==> src/rtl/quadgen.sv <==
// Quadrature waveform generator: turns signed step commands into Gray-coded A/B edges
// at a programmable period. Define QUADGEN_INDEX_EN to add the once-per-revolution `z` output.
module quadgen #(
    parameter int PERIOD_W    = 16,
    parameter int STEPS_W     = 16,
    parameter int INDEX_EDGES = 4096
) (
    input  logic                clk,
    input  logic                reset,
    input  logic                cmd_valid,
    output logic                cmd_ready,
    input  logic [STEPS_W-1:0]  cmd_steps,
    input  logic [PERIOD_W-1:0] period,
    input  logic                abort,
    output logic                a,
    output logic                b,
    output logic                busy,
    output logic                done,
`ifdef QUADGEN_INDEX_EN
    output logic                z,
`endif
    output logic [31:0]         position
);

    localparam logic [0:0] S_IDLE = 1'b0;
    localparam logic [0:0] S_RUN  = 1'b1;

    localparam logic [PERIOD_W-1:0] PER_ZERO = '0;
    localparam logic [PERIOD_W-1:0] PER_ONE  = {{(PERIOD_W-1){1'b0}}, 1'b1};
    localparam logic [STEPS_W:0]    REM_ONE  = {{STEPS_W{1'b0}}, 1'b1};
    localparam logic [STEPS_W-1:0]  STEPS_ZERO = '0;

    logic [0:0]          state_q, state_d;
    logic [1:0]          phase_q, phase_d;
    logic [31:0]         pos_q, pos_d;
    logic [STEPS_W:0]    rem_q, rem_d;
    logic                dir_q, dir_d;
    logic [PERIOD_W-1:0] timer_q, timer_d;
    logic [PERIOD_W-1:0] reload_q, reload_d;
    logic                done_q, done_d;
    logic                a_q, b_q;
    logic                edge_fire;

    logic [STEPS_W:0]    steps_ext;
    logic [PERIOD_W-1:0] per_eff;

    // Sign-extend one bit wider so the most negative command still has a representable magnitude.
    assign steps_ext = {cmd_steps[STEPS_W-1], cmd_steps};
    assign per_eff   = (period == PER_ZERO) ? PER_ONE : period;

    always_comb begin
        state_d   = state_q;
        phase_d   = phase_q;
        pos_d     = pos_q;
        rem_d     = rem_q;
        dir_d     = dir_q;
        timer_d   = timer_q;
        reload_d  = reload_q;
        done_d    = 1'b0;
        edge_fire = 1'b0;
        case (state_q)
            S_IDLE: begin
                if (cmd_valid) begin
                    if (cmd_steps == STEPS_ZERO) begin
                        done_d = 1'b1;
                    end else begin
                        state_d  = S_RUN;
                        rem_d    = cmd_steps[STEPS_W-1] ? (~steps_ext + REM_ONE) : steps_ext;
                        dir_d    = cmd_steps[STEPS_W-1];
                        timer_d  = per_eff - PER_ONE;
                        reload_d = per_eff - PER_ONE;
                    end
                end
            end
            default: begin
                // Abort wins over a pending edge so the waveform freezes where it is.
                if (abort) begin
                    state_d = S_IDLE;
                    done_d  = 1'b1;
                end else if (timer_q == PER_ZERO) begin
                    edge_fire = 1'b1;
                    phase_d   = dir_q ? (phase_q - 2'd1) : (phase_q + 2'd1);
                    pos_d     = dir_q ? (pos_q - 32'd1) : (pos_q + 32'd1);
                    rem_d     = rem_q - REM_ONE;
                    timer_d   = reload_q;
                    if (rem_q == REM_ONE) begin
                        state_d = S_IDLE;
                        done_d  = 1'b1;
                    end
                end else begin
                    timer_d = timer_q - PER_ONE;
                end
            end
        endcase
    end

    always_ff @(posedge clk or negedge reset) begin
        if (!reset) begin
            state_q  <= S_IDLE;
            phase_q  <= 2'd0;
            pos_q    <= 32'd0;
            rem_q    <= '0;
            dir_q    <= 1'b0;
            timer_q  <= '0;
            reload_q <= '0;
            done_q   <= 1'b0;
            a_q      <= 1'b0;
            b_q      <= 1'b0;
        end else begin
            state_q  <= state_d;
            phase_q  <= phase_d;
            pos_q    <= pos_d;
            rem_q    <= rem_d;
            dir_q    <= dir_d;
            timer_q  <= timer_d;
            reload_q <= reload_d;
            done_q   <= done_d;
            a_q      <= phase_d[1] ^ phase_d[0];
            b_q      <= phase_d[1];
        end
    end

`ifdef QUADGEN_INDEX_EN
    localparam int REV_W = (INDEX_EDGES > 2) ? $clog2(INDEX_EDGES) : 1;
    localparam logic [REV_W-1:0] REV_MAX  = REV_W'(INDEX_EDGES - 1);
    localparam logic [REV_W-1:0] REV_ZERO = '0;
    localparam logic [REV_W-1:0] REV_ONE  = {{(REV_W-1){1'b0}}, 1'b1};

    logic [REV_W-1:0] rev_q, rev_d;
    logic             z_q;

    always_comb begin
        rev_d = rev_q;
        if (edge_fire) begin
            if (dir_q) begin
                rev_d = (rev_q == REV_ZERO) ? REV_MAX : (rev_q - REV_ONE);
            end else begin
                rev_d = (rev_q == REV_MAX) ? REV_ZERO : (rev_q + REV_ONE);
            end
        end
    end

    always_ff @(posedge clk or negedge reset) begin
        if (!reset) begin
            rev_q <= '0;
            z_q   <= 1'b1;
        end else begin
            rev_q <= rev_d;
            z_q   <= (rev_d == REV_ZERO);
        end
    end

    assign z = z_q;
`endif

    assign cmd_ready = (state_q == S_IDLE);
    assign busy      = (state_q == S_RUN);
    assign done      = done_q;
    assign a         = a_q;
    assign b         = b_q;
    assign position  = pos_q;

endmodule

==> config.mk <==
export PLATFORM = sky130hd
export DESIGN_NAME = quadgen
export DESIGN_NICKNAME = d
export VERILOG_FILES = /design/src/rtl/quadgen.sv
export SDC_FILE = /design/constraint.sdc
export NUM_CORES = 1
export LEC_CHECK = 0
export BUFFER_PORTS_ARGS = -buffer_cell sky130_fd_sc_hd__clkbuf_2
export CORE_ASPECT_RATIO = 0.6
export CORE_MARGIN = 4
export CORE_UTILIZATION = 58
export CTS_CLUSTER_DIAMETER = 100
export CTS_CLUSTER_SIZE = 10
export DETAILED_ROUTE_END_ITERATION = 12
export HOLD_SLACK_MARGIN = 0.05
export PLACE_DENSITY = 0.76
export SLEW_MARGIN = 20
export SYNTH_ARGS = -nofsm -noshare
export SYNTH_HDL_FRONTEND = slang
export SYNTH_SLANG_ARGS = --single-unit
export TNS_END_PERCENT = 20
==> constraint.sdc <==
create_clock -name clk -period 3.6 [get_ports clk]
set_input_delay 0.36 -clock clk [delete_from_list [all_inputs] [get_ports clk]]
set_output_delay 0.36 -clock clk [all_outputs]
set_load 0.005 [all_outputs]
==> impl_results.html <==
<table>
<tr><th>Metric</th><th>Value</th></tr>
<tr><th colspan="2">Clock network</th></tr>
<tr><td>Root Buffer Master</td><td>clkbuf_16</td></tr>
<tr><td>H-tree depth</td><td>3</td></tr>
<tr><td>Number of buffers created by CTS</td><td>9</td></tr>
<tr><td>CTS tree</td><td>yes</td></tr>
<tr><td>Clock sinks</td><td>87</td></tr>
<tr><td>Number of instances resized during post-cts repair</td><td>0</td></tr>
<tr><td>Clock Latency Late Sink</td><td>350 ps</td></tr>
<tr><td>Largest buffer count on any clock path</td><td>2</td></tr>
<tr><td>Clock transition at the register clock pins on the worst setup and hold paths after CTS</td><td>70 ps</td></tr>
<tr><td>CTS Hold Bufs</td><td>0</td></tr>
<tr><td>Post-CTS repair timing setup buffer count</td><td>0</td></tr>
<tr><th colspan="2">Route</th></tr>
<tr><td>DRC violation total after the first TritonRoute iteration</td><td>760</td></tr>
<tr><td>Residual DRC</td><td>0</td></tr>
<tr><td>Sum of met3 wire segment lengths after detailed routing</td><td>1810 um</td></tr>
<tr><td>Detailed-route wire length on metal 1</td><td>8770 um</td></tr>
<tr><td>DR vias</td><td>6,388</td></tr>
<tr><td>First-pass iteration count of the detailed router</td><td>7</td></tr>
<tr><td>Number of nets still failing antenna checks after routing</td><td>0</td></tr>
<tr><td>Mean routed wirelength per cell</td><td>18.3 um</td></tr>
<tr><td>Top sig layer</td><td>met4</td></tr>
<tr><td>Final Routed Wirelength</td><td>18,400 um</td></tr>
<tr><td>Drt via density</td><td>6.36</td></tr>
<tr><td>Metal2 WL</td><td>7560 um</td></tr>
<tr><th colspan="2">Synth</th></tr>
<tr><td>Distinct cell type count after synthesis</td><td>67</td></tr>
<tr><td>Main area contributors after synthesis</td><td>dfrtp_1 33%, nand2_1 7.0%, ha_1 6.9%</td></tr>
<tr><td>Share of synthesized registers carrying an async set or reset</td><td>100%</td></tr>
<tr><td>Syn nets</td><td>880</td></tr>
<tr><td>Area share of the largest cell type after synthesis</td><td>33.2%</td></tr>
<tr><td>Cell types with the highest counts after synthesis</td><td>122 x nand2_1, 87 x dfrtp_1, 72 x a21oi_1, 56 x nor2_1, 49 x o21ai_0</td></tr>
<tr><td>Mean post-synth cell area</td><td>8.13 um^2</td></tr>
<tr><td>Post-synthesis sequential area ratio</td><td>33.2%</td></tr>
<tr><td>Most used standard cell by instance count after synthesis</td><td>nand2_1</td></tr>
<tr><td>Number of flops mapped to enable cells by yosys</td><td>0</td></tr>
<tr><td>Post-synthesis cell count</td><td>807</td></tr>
<tr><td>Post-synthesis cell area</td><td>6560 um^2</td></tr>
<tr><td>Most common flop cell mapped by yosys</td><td>dfrtp_1</td></tr>
<tr><td>Cell type contributing the most total cell area after synthesis</td><td>dfrtp_1</td></tr>
<tr><td>Number of warnings issued by yosys</td><td>0</td></tr>
<tr><td>Seq cells post-synth</td><td>87</td></tr>
<tr><th colspan="2">Critical path</th></tr>
<tr><td>Worst path slowest cell</td><td>dfrtp_1</td></tr>
<tr><td>RR Endpoint</td><td>position[25]</td></tr>
<tr><td>Beginning of the worst register-to-register path</td><td>dir_q</td></tr>
<tr><td>Buf/Inv on CP</td><td>1</td></tr>
<tr><td>Setup slack of the most critical reg-to-reg path</td><td>280 ps</td></tr>
<tr><td>Worst-path fanout max</td><td>20</td></tr>
<tr><td>Startpoint type of the worst setup path</td><td>flop</td></tr>
<tr><td>Slowest cell delay on critical path</td><td>710 ps</td></tr>
<tr><td>Kind of end point of the critical path</td><td>flop</td></tr>
<tr><td>R2R depth</td><td>10</td></tr>
<tr><td>Critical path start-end classification</td><td>reg2reg</td></tr>
<tr><td>WP data arrival</td><td>3610 ps</td></tr>
<tr><td>Cell type with the highest occurrence count on the critical path</td><td>a21oi_1</td></tr>
<tr><td>Cell-by-cell listing of the critical path</td><td>buf_4, ha_1, a21oi_1, o21bai_1, a21oi_1, o31ai_1, o21ai_0, nand2_1, or3_1, nand3_1</td></tr>
<tr><td>Data required time at the worst endpoint</td><td>3880 ps</td></tr>
<tr><td>Top Family by Delay on Critical Path</td><td>compound AO/OA/AOI/OAI gates</td></tr>
<tr><th colspan="2">GRT</th></tr>
<tr><td>Overall track demand over capacity in global routing</td><td>27.7%</td></tr>
<tr><td>Initial antenna violation count</td><td>0</td></tr>
<tr><td>First-pass GRT wire length</td><td>30,200 um</td></tr>
<tr><td>Pin count of the biggest net entering global routing</td><td>72</td></tr>
<tr><td>Number of global-route vias before repair</td><td>6,039</td></tr>
<tr><td>Overflow left after global routing</td><td>0</td></tr>
<tr><th colspan="2">Placed design</th></tr>
<tr><td>Placer congestion estimate</td><td>0.922</td></tr>
<tr><td>I/O Buffers</td><td>72</td></tr>
<tr><td>Hpwl dp</td><td>13,400 um</td></tr>
<tr><td>Number of cells in the design after placement</td><td>988</td></tr>
<tr><th colspan="2">STA</th></tr>
<tr><td>Fmax</td><td>301 MHz</td></tr>
<tr><td>Number of pins exceeding their max-slew limit in the final report</td><td>0</td></tr>
<tr><td>Count of endpoints failing hold in the final timing report</td><td>0</td></tr>
<tr><td>Summed negative setup slack over all endpoints</td><td>0 ps</td></tr>
<tr><td>Worst Tran Pin Value</td><td>931 ps</td></tr>
<tr><td>Final Critical Period</td><td>3320 ps</td></tr>
<tr><td>Final setup violation count</td><td>0</td></tr>
<tr><td>RSZ-0062 raised after global routing</td><td>false</td></tr>
<tr><td>Headroom to the max-slew limit</td><td>37.9%</td></tr>
<tr><td>Share of the clock period used by the worst path after layout</td><td>92.3%</td></tr>
<tr><td>Final worst clock skew</td><td>4.87 ps</td></tr>
<tr><th colspan="2">Floorplan</th></tr>
<tr><td># rows</td><td>29</td></tr>
<tr><td>Number of top-level pins</td><td>73</td></tr>
<tr><td>Starting density of the core</td><td>60.7%</td></tr>
<tr><td>Die boundary width</td><td>145 um</td></tr>
<tr><td>Floorplan Core Area</td><td>10,800 um^2</td></tr>
<tr><td>Die area</td><td>13,100 um^2</td></tr>
<tr><td>Floorplan die height</td><td>90.4 um</td></tr>
<tr><th colspan="2">Run status</th></tr>
<tr><td>Status</td><td>completed</td></tr>
<tr><th colspan="2">Pwr</th></tr>
<tr><td>Static power due to leakage</td><td>3.30 nW</td></tr>
<tr><td>Maximum vdd ir drop</td><td>267 uV</td></tr>
<tr><td>Power density normalized to cell area</td><td>465 nW/um^2</td></tr>
<tr><th colspan="2">Flow run</th></tr>
<tr><td>Number of maximum-capacitance constraint violations</td><td>0</td></tr>
<tr><th colspan="2">Hold path</th></tr>
<tr><td>Min-Delay Path Class</td><td>in2async</td></tr>
<tr><th colspan="2">Layout</th></tr>
<tr><td>Non-filler instance count after layout</td><td>1,004</td></tr>
<tr><td>Count of antenna diodes in the layout</td><td>0</td></tr>
<tr><td>Filler cells</td><td>875</td></tr>
<tr><td>Growth of design area from synthesis to finish</td><td>11.2%</td></tr>
<tr><td>Layout cells sized above 1</td><td>14.7%</td></tr>
<tr><td>Nets</td><td>933</td></tr>
</table>
worst max-delay path by stage:
stage                    start            to  cells past startpoint
finish                   dir_q  position[25]                     10
global route             dir_q  position[25]                      9
CTS                      dir_q  position[25]                     10
detailed placement  period[10]   timer_q[14]                     14
global placement    period[10]   timer_q[14]                     14
floorplan                dir_q  position[28]                     11
layout by cell type, fill, tap and decap left out, drive strengths merged, types with 3 or more instances in the layout:
cell / count
or3: 5
or4: 5
nand2: 124
o21bai: 8
nor3b: 4
o31ai: 14
o21a: 4
a21oi: 74
a22oi: 4
and2: 3
and3: 6
o22ai: 12
nor3: 22
mux2i: 5
o211ai: 4
xnor2: 46
nand2b: 8
nand3b: 4
nor4: 10
dfrtp: 87
buf: 13
nand3: 22
clkbuf: 81
ha: 36
xor2: 20
inv: 19
clkinvlp: 3
nand4: 11
mux2: 4
nor2: 57
a31oi: 15
o21ai: 89
a21o: 16
or2: 3
layout make-up:
| class | instances | area (um^2) | share of cell area (%) |
|---|---|---|---|
| inverters | 19 | 71.3 | 0.977 |
| clock inverters | 6 | 70.1 | 0.960 |
| repair buffers | 84 | 453 | 6.21 |
| well taps | 139 | 174 | 2.38 |
| multi-input cells | 659 | 4120 | 56.5 |
| clock buffers | 10 | 229 | 3.14 |
| flip-flops and latches | 87 | 2180 | 29.8 |
state kept, by name (all words and copies together), names as in the netlist:
signal,flops
busy,1
dir_q,1
done,1
position,32
b,1
timer_q,16
phase_q,1
reload_q,16
a,1
rem_q,17
metrics by stage:
stage | area [um^2] | hold WS (ps) | utilization [%] | power, mW | setup slack (ps)
after global placement | 7000 | 461 | 64.7 | 2.34 | 411
after floorplan | 6560 | 64.4 | - | 2.11 | 576
after detailed placement | 7000 | 462 | 64.7 | 2.40 | 313
after CTS | 7300 | 194 | 67.5 | 3.38 | 407
final | 7300 | 128 | 67.5 | 3.39 | 278
after global routing | 7300 | 207 | 67.5 | 3.58 | 71.5
kinds of logic (layout without fill, tap and decap cells):
| family | after synthesis | in the layout | synth area share [%] |
|---|---|---|---|
| DFF | 87 | 87 | 33.2 |
| xor gates and xnor gates | 66 | 66 | 8.81 |
| muxes | 9 | 9 | 1.45 |
| buffers and inverters | 61 | 119 | 3.97 |
| AOI/OAI and AO/OA | 257 | 257 | 23.5 |
| adders and majority gates | 37 | 37 | 7.17 |
| and+or+nand+nor | 290 | 290 | 22.0 |
power breakdown:
| part | switching, mW | total [mW] | leakage [nW] | internal [mW] |
|---|---|---|---|---|
| registers | 0.222 | 1.37 | 1.11 | 1.15 |
| logic | 0.636 | 1.05 | 2.05 | 0.415 |
| clock network | 0.427 | 0.970 | 0.135 | 0.542 |
| total | 1.29 | 3.39 | 3.30 | 2.11 |
per-layer routing:
metal,global-route usage [%],vias to the layer above
li1,-,3013
met1,42.2,3017
met2,39.6,333
met3,6.57,25
met4,6.48,0
met5,0,-
(Power assumes the default switching activity.)
